### src/rtl/out_feeder.sv
`default_nettype none
// ============================================================================
// Module   : out_feeder
// Purpose  : Shadows 8x2 display words and replays dirty slots round-robin,
//            rate-limited, into the seven-segment output stage.
// Revision : 1.0 - initial release
// ============================================================================
module out_feeder #(
    parameter int HOLDOFF = 4,
    parameter int CNT_W   = 8
) (
    input  logic        clock,
    input  logic        reset,
    input  logic        wr_en,
    input  logic [2:0]  wr_slot,
    input  logic        wr_half,
    input  logic [15:0] wr_data,
    input  logic        clr,
    output logic [15:0] outval1,
    output logic [15:0] outval2,
    output logic [2:0]  outsel,
    output logic        outdisplay,
    output logic [7:0]  pending,
    output logic        busy
);

    localparam int c_SLOTS = 8;

    typedef enum logic [0:0] {
        ST_IDLE = 1'b0,
        ST_HOLD = 1'b1
    } state_t;

    logic [15:0]      r_sh1 [c_SLOTS];
    logic [15:0]      r_sh2 [c_SLOTS];
    logic [7:0]       r_dirty;
    logic [2:0]       r_ptr;
    logic [CNT_W-1:0] r_cnt;

    state_t           w_state;
    logic             w_emit;
    logic [2:0]       w_sel;
    logic [2:0]       w_idx;
    logic             w_found;
    logic [7:0]       w_dirty_nxt;

    assign w_state = (r_cnt == '0) ? ST_IDLE : ST_HOLD;
    assign w_emit  = (w_state == ST_IDLE) && (r_dirty != 8'h00);

    // First dirty slot at or above the pointer, wrapping modulo 8.
    always_comb begin
        w_sel   = r_ptr;
        w_idx   = r_ptr;
        w_found = 1'b0;
        for (int i = 0; i < c_SLOTS; i++) begin
            w_idx = r_ptr + 3'(i);
            if (!w_found && r_dirty[w_idx]) begin
                w_sel   = w_idx;
                w_found = 1'b1;
            end
        end
    end

    // A same-cycle write re-dirties the slot being emitted; clr overrides all.
    always_comb begin
        w_dirty_nxt = r_dirty;
        if (w_emit) begin
            w_dirty_nxt[w_sel] = 1'b0;
        end
        if (wr_en) begin
            w_dirty_nxt[wr_slot] = 1'b1;
        end
        if (clr) begin
            w_dirty_nxt = 8'hFF;
        end
    end

    always_ff @(posedge clock or posedge reset) begin
        if (reset) begin
            for (int i = 0; i < c_SLOTS; i++) begin
                r_sh1[i] <= 16'h0000;
                r_sh2[i] <= 16'h0000;
            end
        end else if (clr) begin
            for (int i = 0; i < c_SLOTS; i++) begin
                r_sh1[i] <= 16'h0000;
                r_sh2[i] <= 16'h0000;
            end
        end else if (wr_en) begin
            if (wr_half) begin
                r_sh2[wr_slot] <= wr_data;
            end else begin
                r_sh1[wr_slot] <= wr_data;
            end
        end
    end

    always_ff @(posedge clock or posedge reset) begin
        if (reset) begin
            r_dirty    <= 8'h00;
            r_ptr      <= 3'd0;
            r_cnt      <= '0;
            outval1    <= 16'h0000;
            outval2    <= 16'h0000;
            outsel     <= 3'd0;
            outdisplay <= 1'b0;
        end else begin
            r_dirty    <= w_dirty_nxt;
            outdisplay <= w_emit;
            if (w_state == ST_HOLD) begin
                r_cnt <= r_cnt - 1'b1;
            end else if (w_emit) begin
                r_cnt <= CNT_W'(HOLDOFF);
            end
            if (w_emit) begin
                outval1 <= r_sh1[w_sel];
                outval2 <= r_sh2[w_sel];
                outsel  <= w_sel;
                r_ptr   <= w_sel + 3'd1;
            end
        end
    end

    assign pending = r_dirty;
    assign busy    = (r_dirty != 8'h00) || (r_cnt != '0);

endmodule
`default_nettype wire

### config.mk
export PLATFORM = sky130hd
export DESIGN_NAME = out_feeder
export DESIGN_NICKNAME = d
export VERILOG_FILES = /design/src/rtl/out_feeder.sv
export SDC_FILE = /design/constraint.sdc
export NUM_CORES = 1
export LEC_CHECK = 0
export ABC_AREA = 1
export BUFFER_PORTS_ARGS = -buffer_cell sky130_fd_sc_hd__buf_2
export CORE_MARGIN = 2
export CORE_UTILIZATION = 30
export CTS_BUF_LIST = sky130_fd_sc_hd__clkbuf_8
export CTS_CLUSTER_DIAMETER = 200
export DETAILED_ROUTE_END_ITERATION = 8
export PLACE_DENSITY = 0.41
export SLEW_MARGIN = 20
export SYNTH_ARGS = -nofsm -noshare
export SYNTH_HDL_FRONTEND = slang
export SYNTH_SLANG_ARGS = --single-unit
### constraint.sdc
create_clock -name clock -period 14.28 [get_ports clock]
set_input_delay 0 -clock clock [delete_from_list [all_inputs] [get_ports clock]]
set_output_delay 0 -clock clock [all_outputs]
set_load 0.03 [all_outputs]
### Word level (Yosys, flattened, before mapping)

Cells that the tools add are included.

* register bits after elaboration: 311
* latch bits: 0
* bits in writable memories: 0
* ROM bits: 0
* input port bits: 24
* output and inout bits: 45
* logic and storage cells: 135
* memories kept: 0

* $add $sub $neg: 9
* multiply operators: 0
* divide/modulo/power cells: 0
* $lt $le $gt $ge: 15
* equality and inequality tests: 2
* shifts and indexed selects: 0
* mux-type cells: 55
* bitwise operators: 5
* reduce and logical (&&, ||, !) cells: 26

Operator list (count)
* $mux 128: 6
* $bwmux 128: 2
* $bmux 16 s3: 2
* $mux 16: 5
* $demux 16 s3: 1
* $lt 3x4->1 const B: 10
* $mux 8: 5
* $bmux 1 s3: 8
* $mux 3: 7
* $mux 1: 17
* $reduce_bool 8->1: 2
* $add 3x3->3 const B: 4
* $logic_and 1x1->1: 11
* $and 8x8->8: 1
* $ge 4x4->1 const B: 2
* $logic_not 8->1: 1
* $not 3->4: 2
* $not 8->8: 1
* $or 8x8->8: 1
* $sub 8x1->8 const B: 1
* $logic_not 1->1: 7
* $add 3x1->3 const B: 2
* $add 3x2->3 const B: 2
* $demux 1 s3: 2
* 7 further kinds: 10

### Depth between registers and ports, before layout

* depth in word-level cells: 34
* gate-level depth with buffers: 26
* gate-level depth less buffers: 22

### Least setup slack after synthesis

Ideal clock, no wire load.

* kind: reg2reg
* start point: register r_ptr[1]
* end point: register r_dirty[3], in the netlist pending[3]
* library setup time: 119 ps
* arrival: 2708 ps
* slack: 11453 ps
* cell stages (with the launch flop): 23
* buffers on the path: 4
* clock period less this slack: 2827 ps
* path through: dfrtp_1 > buf_2 > inv_2 > ha_1 > buf_2 > inv_1 > nand3_1 > nand2_1 > nand2_1 > nand2_2 > nand3_4 > nor2_8 > nand4_2 > inv_2 > nand2_1 > nand2_2 > buf_6 > buf_6 > nand2_1 > inv_2 > nand3_1 > nand2_1 > nand2_1

* cells in the longest elaborated chain, start to end: 34
* elaborated cells on any way between the ends: 62
* classes of those cells: 7 x add/sub; 2 x order compare; 35 x mux; 3 x bitwise; 15 x reduce/logical

Ends and longest elaborated chain
* from (decl): line 37 `logic [2:0] r_ptr;`
* from (signal assigned): line 119 `r_ptr <= w_sel + 3'd1;`
* parallel branches: the longest is 23 deep, another holds $add 3x1->3
* $mux 3 *: line 57 `if (!w_found && r_dirty[w_idx]) begin`
* $lt 3x4->1 (implied by the code) / $ge 3x1->1 (equally long branches): line 68 `w_dirty_nxt[w_sel] = 1'b0;`
* $logic_and 1x1->1 (implied by the code): line 68
* $mux 1 (implied by the code): line 68
* $demux 1 s3 *: line 68
* $not 8->8 (no line) *
* $and 8x8->8 (no line) *
* $mux 8 *: line 67 `if (w_emit) begin`
* $or 8x8->8 (no line)
* $mux 8 *: line 70 `if (wr_en) begin`
* $mux 8 *: line 73 `if (clr) begin`
* named net w_dirty_nxt[3]: line 45 `logic [7:0] w_dirty_nxt;`
* to (signal assigned): line 108 `r_dirty <= w_dirty_nxt;`
* to (decl): line 36 `logic [7:0] r_dirty;`

Mark *: on every way through the listed nets, which the timed path passes. The select of a mux whose other input is x is not followed.
A chain may end at the register's enable or synchronous reset.

### Final worst setup path

* start point: register r_ptr[0]
* end point: register outval1[14]

* cells in the longest elaborated chain, start to end: 28
* elaborated cells on any way between the ends: 55
* classes of those cells: 7 x add/sub; 33 x mux; 1 x bitwise; 14 x reduce/logical

Ends and longest elaborated chain
* parallel branches: the longest is 23 deep, another holds $add 3x1->3
* $mux 3 *: line 57
* $not 3->4 (implied by the code) *: line 116 `outval1 <= r_sh1[w_sel];`
* $bmux 16 s3 *: line 116
* $mux 16 (implied by the code) * (2 in a row): line 116
* to (signal assigned): line 116
* to (decl): line 19 `output logic [15:0] outval1,`

Every way passes the cells marked *. The select of a mux whose other input is x is not followed.

==> reports/qor.csv <==
metric,value,unit
WP data arrival,5.83,ns
CP Capture Type,flip-flop,
Cells after Synth,2166,
final instance area,0.0181,mm2
"wirelength, routed",63300,um
Clock Latency Late Sink,0.67,ns
DR pass1 iterations,5,
internal power,1.42,mW
Sw Ratio,27.8,%
crit path max fanout,91,
Lkg Pwr,9.50,nW
antenna violations before repair,0,
sequential share of the synthesized area,49.1,%
dpl ws,8.70,ns
Syn Std Cell Area,0.0159,mm2
Hold Slack,0.0248,ns
RSZ-0062 raised after global routing,no,
vias in the first global route,14473,
antenna-violating nets left,0,
CTS tree,yes,
Tmin final,5.25,ns
Initial Utilization,30.2,%
Power Total,1.96,mW
IO Pins,69,
Flop pwr share,46.9,%
first-pass GRT wire length,95700,um
Pwr per Cell Area,108,mW/mm2
fillers,5695,
cts bufs inserted,59,
Logic pwr share,8.1,%
Tot GR Track Use,23.5,%
max-slew violations,0,
register area,0.00778,mm2
Slew @ Worst Pin,1.19,ns
Root Driver,clkbuf_8,
clock network power share,45.0,%
share of layout cells above drive strength 1,9.70,%
Post-Syn Nets,2193,
starting DRC count in detailed routing,1521,
DR vias,14937,
WP data required,14.86,ns
setup ws final,9.03,ns
synthesized flop and latch total,311,
clk_skew,0.0336,ns
Vias per Instance,5.07,
Site Rows,84,
post_cts resized,0,
Die ar.,0.0547,mm2
Setup CP Type,reg -> reg,
Wirelength per Cell,21.5,um
Psw,0.545,mW
Mapped Avg Cell Area,7.32,um2
Multi-input gate area,0.00728,mm2
detailed placement HPWL,38700,um
non-filler instance count after layout,2946,
Placed Cells,2813,
Final GP Congestion,0.804,
max_cap viols,0,
Sink Count,311,
Hold WC Path Type,in -> async,
startpoint types,flip-flop,
setup TNS,0,ns
maximum VDD drop,74.5,uV
DIE WIDTH,234,um
status,"finished, final reports clean",
H-Tree Depth,2,
Area after DPL,0.0166,mm2
Max Fclk,0.190,GHz
Final Cycle Share,36.8,%
library cells used by synthesis,36,
Setup Viol. Count Final,0,
Hold Fails Final Rpt,0,
DIE HEIGHT,234,um
number of port buffers,68,
grt ovf,0,
clk buf depth,3,
clk slew on worst S/H paths,0.06,ns
DRC,0,
yosys warns,0,
Max-slew headroom,20.3,%
# nets final,2240,
"Core Util, Final",34.5,%
largest net degree at the start of global routing,147,
area delta synth->final,14.1,%
Core Box Area,0.0524,mm2
critical path: stages, from the launching register on:
cell	delay, ns
dfrtp_1	0.60
inv_2	0.22
ha_1	0.46
inv_1	0.18
nand3_1	0.14
nand3_1	0.11
nand2_1	0.13
nor2_1	0.16
nand3_1	0.16
nand2_1	0.10
nand2_1	0.05
nand2_1	0.11
nand3_4	0.50
nand2_4	0.66
buf_6	0.71
nand2_1	0.13
nand2_1	0.11
nand2_1	0.13
nand2_1	0.15
nand2_1	0.07
nand2_1	0.11
nand2_1	0.05
nand2_1	0.08
Yosys cell counts:
cell type | count | area share [%]
clkbuf_1 | 59 | 1.4
nand3_1 | 167 | 5.3
nor4_1 | 2 | 0.079
xnor2_1 | 3 | 0.17
inv_1 | 51 | 1.2
nand3_2 | 1 | 0.063
nor2_1 | 56 | 1.3
inv_2 | 10 | 0.24
a21boi_2 | 1 | 0.071
o21ai_0 | 211 | 6.7
nor3_1 | 10 | 0.32
or2_2 | 4 | 0.16
a21oi_1 | 7 | 0.22
dfrtp_1 | 311 | 49
nand3_4 | 1 | 0.11
nand2_2 | 7 | 0.28
nand2_4 | 1 | 0.071
o22ai_1 | 2 | 0.079
nand2_1 | 1140 | 27
xnor2_2 | 1 | 0.10
nand4_1 | 4 | 0.16
mux2_2 | 9 | 0.64
xor2_1 | 3 | 0.17
ha_1 | 3 | 0.24
buf_2 | 43 | 1.4
o21ai_1 | 8 | 0.25
a211o_1 | 1 | 0.055
buf_4 | 4 | 0.19
mux2_1 | 20 | 1.4
buf_6 | 15 | 1.1
nor2_8 | 1 | 0.13
buf_1 | 5 | 0.12
o211ai_1 | 1 | 0.047
a21oi_2 | 1 | 0.055
xor2_2 | 1 | 0.10
nand4_2 | 2 | 0.16
cell type report:
class | instances | share of cell area, %
flip-flops and latches | 311 | 43.0
multi-input cells | 1668 | 40.2
clock buffers | 77 | 5.86
well taps | 688 | 4.76
repair buffers | 112 | 4.17
inverters | 61 | 1.31
clock inverters | 28 | 0.657
diodes | 1 | 0.0138
kinds of logic after synthesis:
group / count (synthesis) / synth area share, %
multiplexers: 29 / 2.06
flip-flops: 311 / 49.1
adder cells (fa/ha/maj): 3 / 0.237
buffers and inverters: 187 / 5.57
XOR/XNOR: 8 / 0.537
AO/OA/AOI/OAI: 232 / 7.44
AND/OR/NAND/NOR: 1396 / 35.1
timing repair:
action | in CTS | in global routing
hold buffers | 27 | 0
hold endpoints to repair | 312 | 0
setup buffers | 0 | 0
endpoints found under the setup margin | 0 | 0
power by group through the flow:
stage                     Sequential [mW]  Combinational, mW  Clock, mW
after floorplan                     0.935             0.0830          0
after global placement              0.935              0.155          0
after detailed placement            0.935              0.156          0
after CTS                           0.919              0.161      0.906
after global routing                0.921              0.175      0.947
final                               0.920              0.159      0.883
worst paths after layout:
check	from	endpoint	slack (ns)	cells after the start
max	r_ptr[0]	outval1[14]	9.03	22
min	reset	outval1[10]	0.02	3
min reg2reg	r_sh2[46]	r_sh2[46]	0.47	2
min in group clock	wr_data[11]	r_sh2[43]	0.29	6
max in group asynchronous	reset	r_sh2[71]	12.78	4
max reg2reg	r_ptr[0]	outval1[14]	9.03	22
layout by cell type (no fill, tap or decap), types with 9 or more instances in the layout:
cell / count
inv_2: 11
o21ai_0: 211
mux2_1: 20
mux2_2: 9
nor2_1: 53
clkbuf_8: 77
dfrtp_1: 311
dlygate4sd3_1: 27
inv_1: 72
buf_4: 15
nand3_1: 166
buf_2: 68
nand2_1: 1137
registers in the layout, summed over array words and instances (netlist names):
signal and count:
r_cnt 8, pending 8, outsel 3, r_sh2 128, r_ptr 3, outval2 16, outdisplay 1, outval1 16
r_sh1 128
metal layers:
layer,vias to the layer above,track usage [%],part of all wire [%]
met4,0,5.74,2.0
li1,6980,-,-
met2,533,33.4,41
met1,7340,36.5,50
met3,84,4.11,7.5
met5,-,0,0
Note: power is estimated with default switching activity, not from simulation.
